`config.mk`:
```
export PLATFORM = sky130hd
export DESIGN_NAME = tmds_encoder_dvi
export DESIGN_NICKNAME = d
export VERILOG_FILES = /design/src/rtl/tmds_encoder_dvi.sv
export SDC_FILE = /design/constraint.sdc
export NUM_CORES = 1
export LEC_CHECK = 0
export CAP_MARGIN = 0
export CELL_PAD_IN_SITES_DETAIL_PLACEMENT = 1
export CELL_PAD_IN_SITES_GLOBAL_PLACEMENT = 1
export CORE_MARGIN = 5
export CORE_UTILIZATION = 45
export CTS_BUF_LIST = sky130_fd_sc_hd__clkbuf_8
export DETAILED_ROUTE_END_ITERATION = 12
export GPL_TIMING_DRIVEN = 0
export HOLD_SLACK_MARGIN = 0.12
export MAX_ROUTING_LAYER = met4
export PLACE_DENSITY_LB_ADDON = 0.1
export SLEW_MARGIN = 20
export SYNTH_ARGS = -nofsm -noshare
export SYNTH_HDL_FRONTEND = slang
export SYNTH_SLANG_ARGS = --single-unit
```
`constraint.sdc`:
```
create_clock -name clk_pix -period 15.35 [get_ports clk_pix]
set_input_delay 2.3025 -clock clk_pix [delete_from_list [all_inputs] [get_ports clk_pix]]
set_output_delay 2.3025 -clock clk_pix [all_outputs]
set_load 0.03 [all_outputs]
```
`src/rtl/tmds_encoder_dvi.sv`:
```
// tmds_encoder_dvi: two-stage pipelined DVI TMDS encoder, one symbol per clock.
// Define TMDS_OUT_REG_EN to add an output register stage (latency 3).
module tmds_encoder_dvi (
  input  logic       clk_pix,
  input  logic       rst_pix,
  input  logic       de,
  input  logic [7:0] din,
  input  logic [1:0] ctrl,
  output logic [9:0] tmds,
  output logic [5:0] bias
);

  localparam logic [9:0] TOK00 = 10'b1101010100;
  localparam logic [9:0] TOK01 = 10'b0010101011;
  localparam logic [9:0] TOK10 = 10'b0101010100;
  localparam logic [9:0] TOK11 = 10'b1010101011;

  logic       r_de;
  logic [1:0] r_ctrl;
  logic [8:0] r_qm;
  logic [3:0] w_n1d;
  logic       w_xnor;
  logic [8:0] w_qm;

  always_comb begin
    w_n1d = 4'd0;
    for (int i = 0; i < 8; i++)
      w_n1d = w_n1d + {3'd0, din[i]};
  end

  assign w_xnor = (w_n1d > 4'd4) ||
                  (w_n1d == 4'd4 && !din[0]);

  // XNOR is XOR with an extra inversion
  always_comb begin
    logic [8:0] v;
    v    = 9'd0;
    v[0] = din[0];
    for (int i = 1; i < 8; i++)
      v[i] = v[i-1] ^ din[i] ^ w_xnor;
    v[8] = ~w_xnor;
    w_qm = v;
  end

  always_ff @(posedge clk_pix) begin
    if (rst_pix) begin
      r_de   <= 1'b0;
      r_ctrl <= 2'b00;
      r_qm   <= 9'd0;
    end else begin
      r_de   <= de;
      r_ctrl <= ctrl;
      r_qm   <= w_qm;
    end
  end

  logic [3:0]        w_n1q;
  logic signed [5:0] w_diff;
  logic signed [5:0] w_dcnt;
  logic [9:0]        w_sym;
  logic [9:0]        w_tok;
  logic [9:0]        r_tmds;
  logic signed [5:0] r_cnt;

  always_comb begin
    w_n1q = 4'd0;
    for (int i = 0; i < 8; i++)
      w_n1q = w_n1q + {3'd0, r_qm[i]};
  end

  // n1q - n0q == 2*n1q - 8
  assign w_diff = $signed({1'b0, w_n1q, 1'b0}) - 6'sd8;

  always_comb begin
    w_sym  = TOK00;
    w_dcnt = 6'sd0;
    if (r_cnt == 6'sd0 || w_n1q == 4'd4) begin
      w_sym  = {~r_qm[8], r_qm[8],
                r_qm[8] ? r_qm[7:0] : ~r_qm[7:0]};
      w_dcnt = r_qm[8] ? w_diff : -w_diff;
    end else if ((!r_cnt[5] && w_n1q > 4'd4) ||
                 (r_cnt[5] && w_n1q < 4'd4)) begin
      w_sym  = {1'b1, r_qm[8], ~r_qm[7:0]};
      w_dcnt = $signed({4'd0, r_qm[8], 1'b0}) - w_diff;
    end else begin
      w_sym  = {1'b0, r_qm[8], r_qm[7:0]};
      w_dcnt = w_diff - $signed({4'd0, ~r_qm[8], 1'b0});
    end
  end

  always_comb begin
    w_tok = TOK00;
    unique case (r_ctrl)
      2'b00: w_tok = TOK00;
      2'b01: w_tok = TOK01;
      2'b10: w_tok = TOK10;
      2'b11: w_tok = TOK11;
    endcase
  end

  always_ff @(posedge clk_pix) begin
    if (rst_pix) begin
      r_tmds <= TOK00;
      r_cnt  <= 6'sd0;
    end else if (!r_de) begin
      r_tmds <= w_tok;
      r_cnt  <= 6'sd0;
    end else begin
      r_tmds <= w_sym;
      r_cnt  <= r_cnt + w_dcnt;
    end
  end

`ifdef TMDS_OUT_REG_EN
  logic [9:0] r_tmds_o;
  logic [5:0] r_bias_o;

  always_ff @(posedge clk_pix) begin
    if (rst_pix) begin
      r_tmds_o <= TOK00;
      r_bias_o <= 6'd0;
    end else begin
      r_tmds_o <= r_tmds;
      r_bias_o <= r_cnt;
    end
  end

  assign tmds = r_tmds_o;
  assign bias = r_bias_o;
`else
  assign tmds = r_tmds;
  assign bias = r_cnt;
`endif

endmodule
```
==> metrics.cfg <==
[final_layout]
multiInputGateArea_um2=1260
register_area_um2=541
design_area_um2=2330
num-fill-cells=530
fin_cells=302
final_layout_size_suffix_gt1_share_pct=5.60
area_delta_synth_final_pct=19.7
num_antenna_cells=0
nets=296

[worst_setup_path]
crit_slowest_cell=fa_1
critPathMaxStageDelay_ns=0.56
path_common_cell=fa_1
cpLargestDelayFamily=adder cells
worst-setup-path-type=input port to flip-flop
start_kind=input port
path_cells=clkdlybuf4s50_1 > inv_1 > fa_1 > fa_1 > fa_1 > inv_1 > ha_1 > fa_1 > nor3b_1 > o22ai_1 > xor2_1 > xor2_1 > nor2_1
cp_data_arrival_time_ns=6.06
path_buf_inv=3
critPathCaptureType=flip-flop
cp.required_ns=15.51
cp_max_fo=3

[sta]
finalHoldViolations=0
fin_crit_sh_pct=38.4
tightest_slew_ns=0.665
fmax_mhz=170
rsz0062_at_grt=false
skew_ns=0.00411
finalSetupTns_ns=0
finalSetupViolations=0
layout_min_cycle_time_ns=5.90
slew_headroom_pct=55.3
final_max_slew_viol_count=0

[hold_path]
hold_class=flip-flop to flip-flop

[clocking]
cts_buffers=3
cts_tree=built
cts_setup_buffers=0
insertion_delay_ns=0.27
cts-root-buf=clkbuf_8
holdBufCountCts=0
cts.sinks=27
clockBufferDepth=2
cts_resized=0
htreeDepth=1
path_clk_slew_ns=0.10

[global_route]
groute.usage.overall_pct=17.0
grt_max_degree=17
overflow=0
grt_pass1_vias=1562
antenna_found_initial=0
grt_first_pass_wirelength_um=7180

[detailed_routing]
routed_wl_um=4290
wire_per_inst_um=14.2
drt_iter0_drc=108
firstDrtPassIters=4
dr_total_vias=1540
drcViolationCount=0
avgViaCountPerCell=5.10
drtAntennaViolNets=0

[synthesis]
synth_cell_types=43
synth_top_cell_by_area=dfxtp_1
syn-num-nets=264
synth_ff_type=dfxtp_1
synthTopCellsByArea=dfxtp_1 (28%), ha_1 (15%), fa_1 (9.2%)
netlist_instances=219
ys_warn_count=0
synth_area_um2=1950
synth_top_area_share_pct=27.7
async_flop_share_pct=0
post_synth.cell_area_avg_um2=8.91
ys_seq_area_share_pct=27.7
synth_edf_count=0
ys_ff_latch=27

[place]
dp.cells=298
routabilityCongestion=0.840
io_buffer_count=27
post-dp-hpwl_um=3630
placed_area_um2=2290

[floorplanning]
rows=24
num_io_pins=29
die_h_um=75.8
core_um2=4290
die_w_um=75.8
die_area_um2=5750
initial_core_util_pct=45.4

[status]
outcome=complete, no violations

[run]
drv_cap=0

## cells in the mapped netlist, drive strengths merged (2+ instances only)
cell,instances
inv,32
dfxtp,27
ha,23
nor2,23
xnor2,14
nand2,10
fa,9
nor3,8
a21oi,7
o21ai,6
xor2,6
a221oi,5
nor4,5
a21o,4
clkbuf,4
nand3,4
nor2b,4
a31oi,3
a2111oi,2
and2,2
buf,2
nand2b,2
nor3b,2
or3,2
## cells in the final DEF, fill, tap and decap left out, drive strengths merged, types with 2 or more instances in the layout
cell type / Yosys / layout
a221oi: 5 / 5
clkbuf: 4 / 7
a21o: 4 / 4
nand2b: 2 / 2
o21ai: 6 / 6
a2111oi: 2 / 2
nor2b: 4 / 4
xor2: 6 / 6
nand2: 10 / 10
nor3b: 2 / 2
nor2: 23 / 23
xnor2: 14 / 14
a31oi: 3 / 3
dfxtp: 27 / 27
a21oi: 7 / 7
nor3: 8 / 8
and2: 2 / 2
nand3: 4 / 4
nor4: 5 / 5
inv: 32 / 32
or3: 2 / 2
buf: 2 / 2
ha: 23 / 23
clkdlybuf4s50: 0 / 27
fa: 9 / 9
## state kept, by name, indices dropped and copies added, names as in the netlist
signal	flops
r_ctrl	2
tmds	10
bias	5
r_qm	9
r_de	1
## per-stage QoR
stage	hold WS, ns	utilization, %	setup slack [ns]
finish	0.490	54.4	9.45
global route	0.542	54.4	9.24
CTS	0.493	54.4	9.41
detailed placement	0.479	53.2	9.11
global placement	0.484	53.2	9.14
floorplan	0.455	-	9.92
## final timing paths
kind | cells after the start | endpoint | start | slack [ns]
worst max register to register | 22 | bias[5] | r_qm[0] | 9.77
worst min register to register | 1 | tmds[0] | r_qm[0] | 0.49
worst min-delay path | 1 | tmds[0] | r_qm[0] | 0.49
worst max-delay path | 13 | r_qm[5] | din[0] | 9.45
## logic make-up (layout without fill, tap and decap cells)
kind of cell               after synthesis  after routing  share of synthesized area (%)
DFF                                     27             27                           27.7
adders and majority gates               32             32                           24.0
muxes                                    1              1                          0.513
AOI/OAI and AO/OA                       34             34                           12.4
other                                    1              1                          0.192
and+or+nand+nor                         66             66                           18.5
buffers and inverters                   38             69                           7.70
xor gates and xnor gates                20             20                           8.98
## final cells by class
class / instances / share of cell area [%]
multi-input combinational: 154 / 54.0
sequential: 27 / 23.2
timing repair buffer: 27 / 11.6
inverter: 32 / 5.14
tap: 52 / 2.79
clock buffer: 3 / 1.77
buffer: 6 / 1.29
clock inverter: 1 / 0.322
## routing by layer
layer	global-route usage [%]	part of all wire (%)	wire length, um	vias to the layer above
li1	-	-	-	789
met5	-	0	0	-
met4	4.08	0.54	23	0
met1	22.2	49	2100	723
met2	27.5	47	2000	26
met3	2.77	3.8	161	2
## worst reg2reg max path, delay by kind of cell, from the launching register on
| family | cells | cell delay (ns) |
|---|---|---|
| multiplexers | 1 | 0.06 |
| AND/OR/NAND/NOR | 3 | 0.49 |
| flip-flops | 1 | 0.36 |
| AO/OA/AOI/OAI | 4 | 0.72 |
| adder cells (fa/ha/maj) | 8 | 2.90 |
| buffers and inverters | 3 | 0.20 |
| XOR/XNOR | 3 | 0.74 |
Power is left out: the tool's default activity adds up to more than one toggle a clock period on the data nets, which glitch-free logic cannot reach.
